[src/rtl/bus_bridge_pkg.sv]
// Shared request/response payload types and frame constants for the UART bus bridge.
package bus_bridge_pkg;

    typedef struct packed {
        logic [15:0] addr;
        logic [7:0]  write_data;
        logic        is_write;
    } bus_bridge_req_t;

    typedef struct packed {
        logic [7:0] read_data;
        logic       is_write;
    } bus_bridge_resp_t;

    localparam int unsigned REQ_FRAME_BYTES  = 4;
    localparam int unsigned RESP_FRAME_BYTES = 2;

    // Second response byte carries only the write flag in its LSB.
    function automatic logic [7:0] resp_flags_byte(input bus_bridge_resp_t resp);
        return {7'b0000000, resp.is_write};
    endfunction

endpackage

[src/rtl/ot_uart.sv]
// 8N1 UART: receive byte latched with a sticky ready flag, transmit with a busy flag.
module ot_uart #(
    parameter int unsigned DATA_BITS    = 8,
    parameter int unsigned CLKS_PER_BIT = 434
) (
    input  logic                 clk_50m,
    input  logic                 rst_n,
    input  logic [DATA_BITS-1:0] data_in,
    input  logic                 wr_en,
    input  logic                 clear,
    input  logic                 ready_clr,
    input  logic                 Rx,
    output logic                 Tx,
    output logic                 Tx_busy,
    output logic                 ready,
    output logic [DATA_BITS-1:0] data_out
);

    localparam int unsigned CNT_W = $clog2(CLKS_PER_BIT + 1);
    localparam int unsigned BIT_W = $clog2(DATA_BITS + 2);
    localparam logic [CNT_W-1:0] CNT_LAST = CNT_W'(CLKS_PER_BIT - 1);
    localparam logic [CNT_W-1:0] CNT_HALF = CNT_W'(CLKS_PER_BIT / 2);
    localparam logic [BIT_W-1:0] BIT_STOP = BIT_W'(DATA_BITS + 1);

    logic [1:0]           rx_sync_r;
    logic                 rx_busy_r;
    logic [CNT_W-1:0]     rx_cnt_r;
    logic [BIT_W-1:0]     rx_bit_r;
    logic [DATA_BITS-1:0] rx_shift_r;
    logic                 rx_stop_ok_s;
    logic                 ready_r;
    logic [DATA_BITS-1:0] data_out_r;
    logic                 tx_r;
    logic                 tx_busy_r;
    logic [CNT_W-1:0]     tx_cnt_r;
    logic [BIT_W-1:0]     tx_bit_r;
    logic [DATA_BITS:0]   tx_shift_r;

    assign rx_stop_ok_s = rx_busy_r && (rx_cnt_r == CNT_HALF) && (rx_bit_r == BIT_STOP) && rx_sync_r[1];
    assign ready        = ready_r;
    assign data_out     = data_out_r;
    assign Tx           = tx_r;
    assign Tx_busy      = tx_busy_r;

    // Receive engine: two-flop synchroniser, mid-bit sampling, false-start rejection.
    always_ff @(posedge clk_50m or negedge rst_n) begin
        if (!rst_n) begin
            rx_sync_r  <= 2'b11;
            rx_busy_r  <= 1'b0;
            rx_cnt_r   <= '0;
            rx_bit_r   <= '0;
            rx_shift_r <= '0;
        end else begin
            rx_sync_r <= {rx_sync_r[0], Rx};
            if (!rx_busy_r) begin
                if (!rx_sync_r[1]) begin
                    rx_busy_r <= 1'b1;
                    rx_cnt_r  <= '0;
                    rx_bit_r  <= '0;
                end
            end else begin
                if (rx_cnt_r == CNT_LAST) begin
                    rx_cnt_r <= '0;
                    rx_bit_r <= rx_bit_r + BIT_W'(1);
                end else begin
                    rx_cnt_r <= rx_cnt_r + CNT_W'(1);
                end
                if (rx_cnt_r == CNT_HALF) begin
                    if (rx_bit_r == BIT_W'(0)) begin
                        rx_busy_r <= ~rx_sync_r[1];
                    end else if (rx_bit_r == BIT_STOP) begin
                        rx_busy_r <= 1'b0;
                    end else begin
                        rx_shift_r <= {rx_sync_r[1], rx_shift_r[DATA_BITS-1:1]};
                    end
                end
            end
        end
    end

    // Ready flag: a completed byte sets it, ready_clr or clear drops it; set wins.
    always_ff @(posedge clk_50m or negedge rst_n) begin
        if (!rst_n) begin
            ready_r    <= 1'b0;
            data_out_r <= '0;
        end else if (rx_stop_ok_s) begin
            ready_r    <= 1'b1;
            data_out_r <= rx_shift_r;
        end else if (ready_clr || clear) begin
            ready_r    <= 1'b0;
        end
    end

    // Transmit engine: start bit, LSB-first data, stop bit; busy drops at end of stop.
    always_ff @(posedge clk_50m or negedge rst_n) begin
        if (!rst_n) begin
            tx_r       <= 1'b1;
            tx_busy_r  <= 1'b0;
            tx_cnt_r   <= '0;
            tx_bit_r   <= '0;
            tx_shift_r <= '1;
        end else if (!tx_busy_r) begin
            if (wr_en) begin
                tx_shift_r <= {1'b1, data_in};
                tx_r       <= 1'b0;
                tx_busy_r  <= 1'b1;
                tx_cnt_r   <= '0;
                tx_bit_r   <= '0;
            end
        end else if (tx_cnt_r != CNT_LAST) begin
            tx_cnt_r <= tx_cnt_r + CNT_W'(1);
        end else begin
            tx_cnt_r <= '0;
            if (tx_bit_r == BIT_STOP) begin
                tx_busy_r <= 1'b0;
            end else begin
                tx_r       <= tx_shift_r[0];
                tx_shift_r <= {1'b1, tx_shift_r[DATA_BITS:1]};
                tx_bit_r   <= tx_bit_r + BIT_W'(1);
            end
        end
    end

endmodule

[src/rtl/bus_bridge_initiator_uart_wrapper.sv]
// Initiator-side bridge: decodes 4-byte UART request frames into a bus request
// and returns the 2-byte response frame over the same UART.
module bus_bridge_initiator_uart_wrapper
    import bus_bridge_pkg::*;
#(
    parameter int unsigned TIMEOUT_CYCLES = 50000,
    parameter int unsigned CLKS_PER_BIT   = 434
) (
    input  logic             clk,
    input  logic             rst_n,
    input  logic             uart_rx,
    output logic             uart_tx,
    output logic             req_valid,
    input  logic             req_ready,
    output bus_bridge_req_t  req_payload,
    input  logic             resp_valid,
    output logic             resp_ready,
    input  bus_bridge_resp_t resp_payload,
    output logic             frame_timeout,
    output logic [7:0]       rx_drop_cnt
);

    typedef enum logic [3:0] {
        RX_ADDR_L, RX_ADDR_H, RX_DATA, RX_FLAGS, REQ_ISSUE,
        WAIT_RESP, TX_DATA, TX_WAIT_DATA, TX_FLAGS, TX_WAIT_FLAGS
    } state_t;

    localparam int unsigned GAP_W = $clog2(TIMEOUT_CYCLES + 1);

    state_t           state_r;
    logic [GAP_W-1:0] gap_r;
    logic             ready_q_r;
    logic             busy_q_r;
    logic             wr_en_r;
    logic [7:0]       data_in_r;
    bus_bridge_resp_t resp_q_r;
    bus_bridge_req_t  req_payload_r;
    logic             req_valid_r;
    logic             resp_ready_r;
    logic             frame_timeout_r;
    logic [7:0]       rx_drop_cnt_r;
    logic             uart_ready_s;
    logic [7:0]       uart_data_s;
    logic             tx_busy_s;
    logic             byte_det_s;
    logic             tx_done_s;
    logic             gap_hit_s;
    logic             gap_state_s;
    logic             rx_state_s;

    assign byte_det_s  = uart_ready_s && !ready_q_r;
    assign tx_done_s   = busy_q_r && !tx_busy_s;
    assign gap_hit_s   = (gap_r == GAP_W'(TIMEOUT_CYCLES - 1));
    assign gap_state_s = (state_r == RX_ADDR_H) || (state_r == RX_DATA) || (state_r == RX_FLAGS);
    assign rx_state_s  = gap_state_s || (state_r == RX_ADDR_L);

    assign req_valid     = req_valid_r;
    assign req_payload   = req_payload_r;
    assign resp_ready    = resp_ready_r;
    assign frame_timeout = frame_timeout_r;
    assign rx_drop_cnt   = rx_drop_cnt_r;

    ot_uart #(
        .DATA_BITS    (8),
        .CLKS_PER_BIT (CLKS_PER_BIT)
    ) u_uart (
        .clk_50m   (clk),
        .rst_n     (rst_n),
        .data_in   (data_in_r),
        .wr_en     (wr_en_r),
        .clear     (1'b0),
        .ready_clr (byte_det_s),
        .Rx        (uart_rx),
        .Tx        (uart_tx),
        .Tx_busy   (tx_busy_s),
        .ready     (uart_ready_s),
        .data_out  (uart_data_s)
    );

    // Inter-byte gap counter: idle in RX_ADDR_L, restarted by every received byte.
    always_ff @(posedge clk or negedge rst_n) begin
        if (!rst_n) begin
            gap_r <= '0;
        end else if (gap_state_s && !byte_det_s && !gap_hit_s) begin
            gap_r <= gap_r + GAP_W'(1);
        end else begin
            gap_r <= '0;
        end
    end

    // Bytes arriving while a transaction is in flight are dropped and counted.
    always_ff @(posedge clk or negedge rst_n) begin
        if (!rst_n) begin
            rx_drop_cnt_r <= 8'h00;
        end else if (byte_det_s && !rx_state_s && (rx_drop_cnt_r != 8'hFF)) begin
            rx_drop_cnt_r <= rx_drop_cnt_r + 8'h01;
        end
    end

    // Frame sequencer; in RX states a byte arrival takes priority over timeout.
    always_ff @(posedge clk or negedge rst_n) begin
        if (!rst_n) begin
            state_r         <= RX_ADDR_L;
            ready_q_r       <= 1'b0;
            busy_q_r        <= 1'b0;
            wr_en_r         <= 1'b0;
            data_in_r       <= 8'h00;
            resp_q_r        <= '0;
            req_payload_r   <= '0;
            req_valid_r     <= 1'b0;
            resp_ready_r    <= 1'b0;
            frame_timeout_r <= 1'b0;
        end else begin
            ready_q_r       <= uart_ready_s;
            busy_q_r        <= tx_busy_s;
            wr_en_r         <= 1'b0;
            frame_timeout_r <= 1'b0;
            case (state_r)
                RX_ADDR_L: begin
                    if (byte_det_s) begin
                        req_payload_r.addr[7:0] <= uart_data_s;
                        state_r                 <= RX_ADDR_H;
                    end
                end
                RX_ADDR_H: begin
                    if (byte_det_s) begin
                        req_payload_r.addr[15:8] <= uart_data_s;
                        state_r                  <= RX_DATA;
                    end else if (gap_hit_s) begin
                        frame_timeout_r <= 1'b1;
                        req_payload_r   <= '0;
                        state_r         <= RX_ADDR_L;
                    end
                end
                RX_DATA: begin
                    if (byte_det_s) begin
                        req_payload_r.write_data <= uart_data_s;
                        state_r                  <= RX_FLAGS;
                    end else if (gap_hit_s) begin
                        frame_timeout_r <= 1'b1;
                        req_payload_r   <= '0;
                        state_r         <= RX_ADDR_L;
                    end
                end
                RX_FLAGS: begin
                    if (byte_det_s) begin
                        req_payload_r.is_write <= uart_data_s[0];
                        req_valid_r            <= 1'b1;
                        state_r                <= REQ_ISSUE;
                    end else if (gap_hit_s) begin
                        frame_timeout_r <= 1'b1;
                        req_payload_r   <= '0;
                        state_r         <= RX_ADDR_L;
                    end
                end
                REQ_ISSUE: begin
                    if (req_ready) begin
                        req_valid_r  <= 1'b0;
                        resp_ready_r <= 1'b1;
                        state_r      <= WAIT_RESP;
                    end
                end
                WAIT_RESP: begin
                    if (resp_valid) begin
                        resp_q_r     <= resp_payload;
                        resp_ready_r <= 1'b0;
                        state_r      <= TX_DATA;
                    end
                end
                TX_DATA: begin
                    if (!tx_busy_s) begin
                        data_in_r <= resp_q_r.read_data;
                        wr_en_r   <= 1'b1;
                        state_r   <= TX_WAIT_DATA;
                    end
                end
                TX_WAIT_DATA: begin
                    if (tx_done_s) begin
                        state_r <= TX_FLAGS;
                    end
                end
                TX_FLAGS: begin
                    if (!tx_busy_s) begin
                        data_in_r <= resp_flags_byte(resp_q_r);
                        wr_en_r   <= 1'b1;
                        state_r   <= TX_WAIT_FLAGS;
                    end
                end
                TX_WAIT_FLAGS: begin
                    if (tx_done_s) begin
                        state_r <= RX_ADDR_L;
                    end
                end
                default: begin
                    state_r <= RX_ADDR_L;
                end
            endcase
        end
    end

endmodule

[config.mk]
export PLATFORM = sky130hd
export DESIGN_NAME = bus_bridge_initiator_uart_wrapper
export DESIGN_NICKNAME = d
export VERILOG_FILES = /design/src/rtl/bus_bridge_pkg.sv /design/src/rtl/ot_uart.sv /design/src/rtl/bus_bridge_initiator_uart_wrapper.sv
export SDC_FILE = /design/constraint.sdc
export NUM_CORES = 1
export LEC_CHECK = 0
export CAP_MARGIN = 30
export CORE_ASPECT_RATIO = 1.1
export CORE_MARGIN = 1.5
export CORE_UTILIZATION = 45
export DETAILED_ROUTE_END_ITERATION = 12
export GPL_TIMING_DRIVEN = 0
export PLACE_DENSITY = 0.67
export SLEW_MARGIN = 20
export SYNTH_ARGS = -nofsm -noshare
export SYNTH_HDL_FRONTEND = slang
export SYNTH_SLANG_ARGS = --single-unit
[constraint.sdc]
create_clock -name clk -period 1.8 [get_ports clk]
set_input_delay 0.27 -clock clk [delete_from_list [all_inputs] [get_ports clk]]
set_output_delay 0.27 -clock clk [all_outputs]
set_load 0.03 [all_outputs]
Yosys cells after proc, flatten, opt, wreduce, memory -nomap -nowiden
Cells that the tools add are included.
{ "word_totals": {"out_inout_bits": 37, "elab_cells": 179, "latch_bits": 0, "romBits": 0, "inputBits": 14, "mem_bits_rw": 0, "memories": 0, "ff_bits": 133} }
{ "op_classes": {"multipliers": 0, "muxes": 71, "n_shift": 0, "addsub": 6, "reduce_logical": 40, "eq_ne": 31, "n_div": 0, "n_lt_le_gt_ge": 0, "bitwise_logic": 3} }
{ "ops": {"columns": ["cell", "count"], "rows": [
  ["$mux 9", 10],
  ["$mux 4", 18],
  ["$mux 8", 5],
  ["$pmux 4 s10", 1],
  ["$mux 16", 2],
  ["$pmux 8 s4", 1],
  ["$ne 2x2->1 const B", 15],
  ["$pmux 9 s3", 1],
  ["$mux 1", 26],
  ["$mux 25", 1],
  ["$mux 24", 1],
  ["$pmux 8 s3", 1],
  ["$reduce_and 3->1", 7],
  ["$add 9x1->9 const B", 2],
  ["$mux 17", 1],
  ["$add 16x1->16 const B", 1],
  ["$eq 16x16->1 const B", 1],
  ["$eq 4x3->1 const B", 4],
  ["$eq 4x4->1 const B", 4],
  ["$pmux 8 s2", 1],
  ["$reduce_bool 2->1", 5],
  ["$eq 9x8->1 const B", 1],
  ["$eq 9x9->1 const B", 1],
  ["$logic_and 1x1->1", 9],
  ["other kinds (19)", 32]
]} }

Depth between registers and ports, before layout
Gate-level depths: netlist of the first run.
{ "logic_depth": {"word_depth": 7, "ltp_mapped": 8, "depth_no_buf": 7} }

By module
Synthesis of the first run repeated with hierarchy kept, for this count alone.
{ "unflattened": {"hier_cells": 532, "area_unflattened_um2": 6077.1} }
{ "by_module_without_submodules": {"columns": ["module", "seq_area_each_um2", "area_per_inst_um2", "cells_per_inst", "instances"], "rows": [
  ["bus_bridge_initiator_uart_wrapper", 1901.8, 3345.7, 291, 1],
  ["ot_uart", 1415.1, 2731.4, 241, 1]
]} }

Least setup slack after synthesis of the first run
OpenSTA, ideal clock, no wires.
{ "synth_path": {"path_kind": "register -> register", "from": "register u_uart.rx_cnt_r[1]", "to": "register u_uart.rx_shift_r[0]", "path_stages_with_launch": 7, "setup_time_ns": 0.125, "t_required_ns": 1.675, "path_buffers": 0, "arrival_time_ns": 1.881, "path_slack_ns": -0.205, "period_less_slack_ns": 2.005, "path_cell_list": "dfrtp_1 -> inv_1 -> ha_1 -> nand4b_1 -> or4_4 -> nor2_2 -> mux2_2"} }
{ "synth_between": {"elab_chain_cells": 2} }
{ "synth_lines": {"columns": ["element", "line_no", "source"], "rows": [
  ["start, declared", "ot_uart.sv:27", "logic [CNT_W-1:0] rx_cnt_r;"],
  ["start signal, assigned", "ot_uart.sv:66", "rx_cnt_r <= rx_cnt_r + CNT_W'(1);"],
  ["$eq 9x8->1", "ot_uart.sv:68", "if (rx_cnt_r == CNT_HALF) begin"],
  ["$reduce_and 4->1 (no source line)", null, null],
  ["end signal, assigned", "ot_uart.sv:74", "rx_shift_r <= {rx_sync_r[1], rx_shift_r[DATA_BITS-1:1]};"],
  ["end, declared", "ot_uart.sv:29", "logic [DATA_BITS-1:0] rx_shift_r;"]
]} }
No other way between the ends.
A chain may end at the register's enable or synchronous reset.

Final worst setup path of the first run
{ "layout_path": {"from": "register u_uart.rx_cnt_r[1]", "to": "register u_uart.data_out_r[7] (netlist: u_uart.data_out[7])"} }
{ "layout_between": {"elab_chain_cells": 4} }
{ "layout_lines": {"columns": ["element", "line_no", "source"], "rows": [
  ["$eq 9x8->1", "ot_uart.sv:39", "assign rx_stop_ok_s = rx_busy_r && (rx_cnt_r == CNT_HALF) && (rx_bit_r == BIT_STOP) && rx_sync_r[1];"],
  ["$logic_and 1x1->1 (3 in a row)", "ot_uart.sv:39", null],
  ["end signal, assigned", "ot_uart.sv:88", "data_out_r <= rx_shift_r;"],
  ["end, declared", "ot_uart.sv:32", "logic [DATA_BITS-1:0] data_out_r;"]
]} }
No other way between the ends.

==> results.cfg, run 1 <==
[status]
status = finished, violations left
violations = DRC, setup timing

[global_route]
globalRoute.totalOverflow = 0
grt_usage_pct = 21.6
grt_antenna_before_repair = 0
grt_pass1_vias = 4813
grt_pass1_wl_um = 23400
grt_max_degree = 75

[floorplanning]
start_util_pct = 46.6
core_area_um2 = 12700
floorplan.die_area_um2 = 13800
die_w_um = 112
ios = 51
num_rows = 43
die_y_um = 123

[clock_network]
clk_path_buf_depth = 2
cts-root-buf = clkbuf_16
cts_tree = yes
numClockSinks = 132
clock_latency_ps = 430
clk_pin_slew_ps = 60
cts_buffers = 17
htree_levels = 4

[setup_path]
crit_path_max_fanout = 4
required_ps = 2110
r2r_slack_ps = -200
crit_path_end_kind = flip-flop
start_kind = flip-flop
critPathArrivalTime_ps = 2320
path_class = reg2reg

[timing]
worst_pin_slew_ps = 577
clock_skew_ps = 9.44
layout_worst_path_cycle_share_pct = 111
layout_setup_ws_ps = -201
grt_setup_unrepaired = yes
slew_violations = 0
final_hold_viol_count = 0
fmax_ghz = 0.500
relSlewSlack_pct = 61.4
setup_violations = 54
post-route-min-period_ps = 2000

[placement]
place_area_um2 = 6710
portBuffers = 50
gp_congestion = 0.785
dp_hpwl_um = 8220

[run]
max_cap_violations = 0

[finish]
multiInputGateArea_um2 = 2910
fin_util_pct = 64.3
final_area_um2 = 8170
drive_above_1_share_pct = 32.0
fillers = 973
diodes = 0
layout.nets = 686
syn_to_final_growth_pct = 38.0
seqCellArea_um2 = 3320

[drt]
vias = 4677
drc = 1
initialDrtViolationCount = 281
via_per_inst = 5.63
drt-wirelength-per-cell_um = 16.9
ant_nets = 0
drt_first_pass_iters = 9
finalWirelength_um = 14000

[hold_path]
hold_path.class = in2reg

[synth]
yosysSeqAreaShare_pct = 56.0
ys_ff_latch = 132
synth_xor_area_share_pct = 4.14
synth_flop_cell = dfrtp_1
yosysUniqueCellTypes = 55
synth_common_cells = 121 x dfrtp_1, 57 x nor2_1, 45 x nand2_1
synth.area.mux_share_pct = 5.45
syn_inst = 538
syn_nets = 563
synth-simple-area-share_pct = 16.7
netlist_area_um2 = 5920
synth_fa_ha_area_share_pct = 2.33
yosys_warnings = 0
async_reset_ff_share_pct = 100
synth_area_per_cell_um2 = 11.0
synth_top_cell_area_share_pct = 51.2
synth_top_area_cell = dfrtp_1
synth_compound_area_share_pct = 12.9
synthMostInstantiatedCell = dfrtp_1
synth_edf_count = 0
ys_top_cells_by_area = dfrtp_1 51%, mux2_2 4.9%, dfstp_2 4.9%
synth_top_family_by_area = simple AND/OR/NAND/NOR gates

[pwr]
total_power_mw = 6.38
p_per_area_nw_per_um2 = 780
ir_drop_mv = 0.582
leakagePower_nw = 3.71
==> area by class of cell <==
| class | count | share of cell area [%] |
|---|---|---|
| Timing Repair Buffer | 105 | 12.3 |
| Clock inverter | 11 | 1.38 |
| Inverter | 11 | 0.505 |
| Sequential cell | 132 | 40.7 |
| Clock buffer | 21 | 5.51 |
| Multi-Input combinational cell | 377 | 35.6 |
| Tap cell | 157 | 2.40 |
| Buffer | 17 | 1.61 |
==> worst paths after layout <==
check                                          startpoint                             end  cells past startpoint
min reg2reg                 u_uart.rx_sync_r[0]$_DFF_PN1_   u_uart.rx_sync_r[1]$_DFF_PN1_                      0
max                        u_uart.rx_cnt_r[1]$_DFFE_PN0P_  u_uart.data_out[7]$_DFFE_PN0P_                      8
max reg2reg                u_uart.rx_cnt_r[1]$_DFFE_PN0P_  u_uart.data_out[7]$_DFFE_PN0P_                      8
max in group asynchronous                           rst_n   u_uart.rx_sync_r[1]$_DFF_PN1_                      3
min in group asynchronous                           rst_n             gap_r[14]$_DFF_PN0_                      2
min                                               uart_rx   u_uart.rx_sync_r[0]$_DFF_PN1_                      1
==> worst max-delay path: stages, from the launching register on <==
cell	delay (ps)
dfrtp_1	370
inv_1	70
ha_2	180
nand4b_1	110
or4_4	480
nor2_4	160
buf_12	120
nand4_4	100
mux2_2	300
==> cells by family after synthesis <==
logic type,after synthesis
simple gates,194
flops,132
compound gates,114
buf+inv,30
mux,29
xor+xnor,28
fa+ha+maj,11
==> through the flow <==
step	worst slack, ps	hold slack [ps]	TNS [ps]	cells
detailed placement	-599	233	-17960	747
global route	-313	257	-12240	831
floorplan	-25.9	-25.6	-207	538
global placement	-5070	346	-604220	745
finish	-201	250	-6530	831
CTS	-173	235	-4370	812
==> registers in the layout (all words and copies together), names as in the netlist, 9 cells and up <==
signal           cells
resp_q_r             9
u_uart.tx_cnt_r      9
req_payload         25
gap_r               16
u_uart.rx_cnt_r      9
==> where the power goes <==
part           total [mW]  internal [mW]  switching [mW]  leakage, nW
logic              0.0995         0.0347          0.0648         1.68
clock network        3.30           2.05            1.25        0.272
registers            2.98           2.97         0.00324         1.76
total                6.38           5.06            1.31         3.71
==> what timing repair did <==
item	in CTS	in global routing
hold endpoints to repair	49	0
cloned	4	0
buffers inserted	30	19
resized for setup	83	68
hold buffers	1	0
setup endpoints to repair	114	108
pin swaps	32	27
==> metal layers <==
layer	global-route usage, %	vias to the layer above	share of wire [%]
li1	-	2188	-
met1	27.4	2351	44
met2	35.9	110	50
met3	5.10	28	3.7
met4	9.41	0	2.2
met5	0	-	0
==> placed cells by master (no fill, tap or decap), types with 6 or more instances in the layout <==
cell | netlist | routed
a21oi_1 | 10 | 10
a22o_1 | 26 | 26
a31oi_1 | 11 | 9
and3_1 | 8 | 6
buf_4 | 0 | 44
buf_6 | 3 | 14
clkbuf_1 | 7 | 6
clkbuf_16 | 0 | 17
clkdlybuf4s50_1 | 0 | 38
clkinv_2 | 0 | 6
dfrtp_1 | 121 | 116
dfstp_2 | 11 | 11
dlygate4sd2_1 | 0 | 8
ha_1 | 11 | 6
inv_1 | 11 | 9
mux2_2 | 26 | 17
mux2_4 | 0 | 9
nand2_1 | 45 | 38
nand2_2 | 0 | 7
nand2b_1 | 8 | 8
nand3_1 | 24 | 21
nand4_1 | 7 | 7
nor2_1 | 57 | 38
nor2_2 | 2 | 11
nor2_4 | 1 | 11
o21ai_0 | 39 | 24
o21ai_1 | 2 | 13
xnor2_1 | 14 | 14
xor2_1 | 14 | 14
Power figures use the tool's default switching activity.
==> inputs of run 2 (changes only) <==
GPL_ROUTABILITY_DRIVEN = 0   (was default)
==> results of run 2 <==
Final layout, timing and power as in run 1 (identical DEF).
==> inputs of run 3 (changes only) <==
RECOVER_POWER = 50   (was default)
==> results.cfg, run 3 (synthesized netlist as in run 1, its figures left out) <==
[run]
max_cap_violations = 0

[finish]
syn_to_final_growth_pct = 37.9
largest_reg_flops = 25
final_cell_mix = 116 x dfrtp_1, 44 x buf_4, 38 x nor2_1, 38 x nand2_1, 37 x clkdlybuf4s50_1
layout_commonest_cell = dfrtp_1
layout.nets = 686
drive_above_1_share_pct = 32.0
diodes = 0

[timing]
slew_violations = 0
relSlewSlack_pct = 10.7
holdWs_ps = 356
layout_setup_ws_ps = -201
tns_ps = -6530
grt_setup_unrepaired = yes
layout_worst_path_cycle_share_pct = 111
setup_violations = 54
clock_skew_ps = 9.66
final_hold_viol_count = 0
fmax_ghz = 0.500
worst_pin_slew_ps = 1340
post-route-min-period_ps = 2000

[drt]
drc = 1
via_per_inst = 5.63
vias = 4677
drt_first_pass_iters = 9
ant_nets = 0
drt-wirelength-per-cell_um = 16.9
initialDrtViolationCount = 281
finalWirelength_um = 14000

[clock_network]
clock_latency_ps = 430
cts_tree = yes
clk_pin_slew_ps = 60
cts-root-buf = clkbuf_16
clk_path_buf_depth = 2
numClockSinks = 132
cts_buffers = 17
htree_levels = 4

[floorplanning]
core_area_um2 = 12700
num_rows = 43
floorplan.die_area_um2 = 13800
die_y_um = 123
ios = 51
die_w_um = 112
start_util_pct = 46.6

[setup_path]
required_ps = 2110
start_kind = flip-flop
slowest_stage = or4_4
path_class = reg2reg
slowest_delay_ps = 480
crit_path_max_fanout = 4
crit_path_end_kind = flip-flop
critPathArrivalTime_ps = 2320
path_cells = inv_1 > ha_2 > nand4b_1 > or4_4 > nor2_4 > buf_12 > nand4_4 > mux2_2

[status]
status = finished, violations left
violations = DRC, setup timing

[global_route]
grt_max_degree = 75
grt_usage_pct = 21.6
grt_pass1_wl_um = 23400
grt_pass1_vias = 4813
globalRoute.totalOverflow = 0
grt_antenna_before_repair = 0

[pwr]
leakagePower_nw = 3.71
ir_drop_mv = 0.582
p_per_area_nw_per_um2 = 781

[placement]
portBuffers = 50
dp_hpwl_um = 8220

[hold_path]
hold_path.class = reg2reg
[run 3: where the power goes]
part           internal [mW]  switching [mW]
Sequential              2.97         0.00324
Clock                   2.05            1.25
Combinational         0.0321          0.0643
[run 3: layout make-up]
| type | count | area, um2 |
|---|---|---|
| flip-flops and latches | 132 | 3320 |
| clock buffers | 21 | 450 |
| clock inverters | 11 | 113 |
| inverters | 11 | 41.3 |
| plain buffers | 17 | 131 |
| well taps | 157 | 196 |
| fillers | 974 | 4540 |
| repair buffers | 105 | 992 |
| multi-input cells | 377 | 2910 |
[run 3: worst max-delay path: cells and delay by family, from the launching register on]
kind	cells	cell delay, ps
and+or+nand+nor	4	850
buffers and inverters	2	190
DFF	1	370
adders and majority gates	1	180
muxes	1	300
[run 3: final timing paths]
kind	start	end	slack [ps]	cells past startpoint
max in group asynchronous	rst_n	u_uart.rx_sync_r[1]$_DFF_PN1_	100	3
min reg2reg	u_uart.rx_sync_r[0]$_DFF_PN1_	u_uart.rx_sync_r[1]$_DFF_PN1_	360	0
min	u_uart.rx_sync_r[0]$_DFF_PN1_	u_uart.rx_sync_r[1]$_DFF_PN1_	360	0
min in group asynchronous	rst_n	gap_r[14]$_DFF_PN0_	700	2
max	u_uart.rx_cnt_r[1]$_DFFE_PN0P_	u_uart.data_out[7]$_DFFE_PN0P_	-200	8
max reg2reg	u_uart.rx_cnt_r[1]$_DFFE_PN0P_	u_uart.data_out[7]$_DFFE_PN0P_	-200	8
[run 3: per-stage QoR]
stage | power [mW] | setup WS [ps] | cell area, um2 | util [%] | cells
floorplan | 3.03 | -25.9 | 5970 | - | 538
global placement | 3.12 | -5070 | 6670 | 52.5 | 745
detailed placement | 3.13 | -599 | 6710 | 52.8 | 747
CTS | 6.45 | -173 | 7810 | 61.5 | 812
global route | 6.59 | -313 | 8160 | 64.3 | 831
finish | 6.37 | -201 | 8160 | 64.3 | 831
[run 3: metal layers]
layer	track usage, %	vias to the layer above	part of all wire [%]	wire length [um]
li1	-	2188	-	-
met1	27.4	2349	44	6160
met2	35.9	112	50	7020
met3	5.10	28	3.7	522
met4	9.41	0	2.2	306
met5	0	-	0	0
[run 3: timing repair]
action,in CTS,in global routing
pin swaps,32,27
setup endpoints to repair,114,108
hold buffers,1,0
gates cloned,4,0
hold endpoints to repair,49,0
setup buffers,30,19
gates resized for setup,83,68
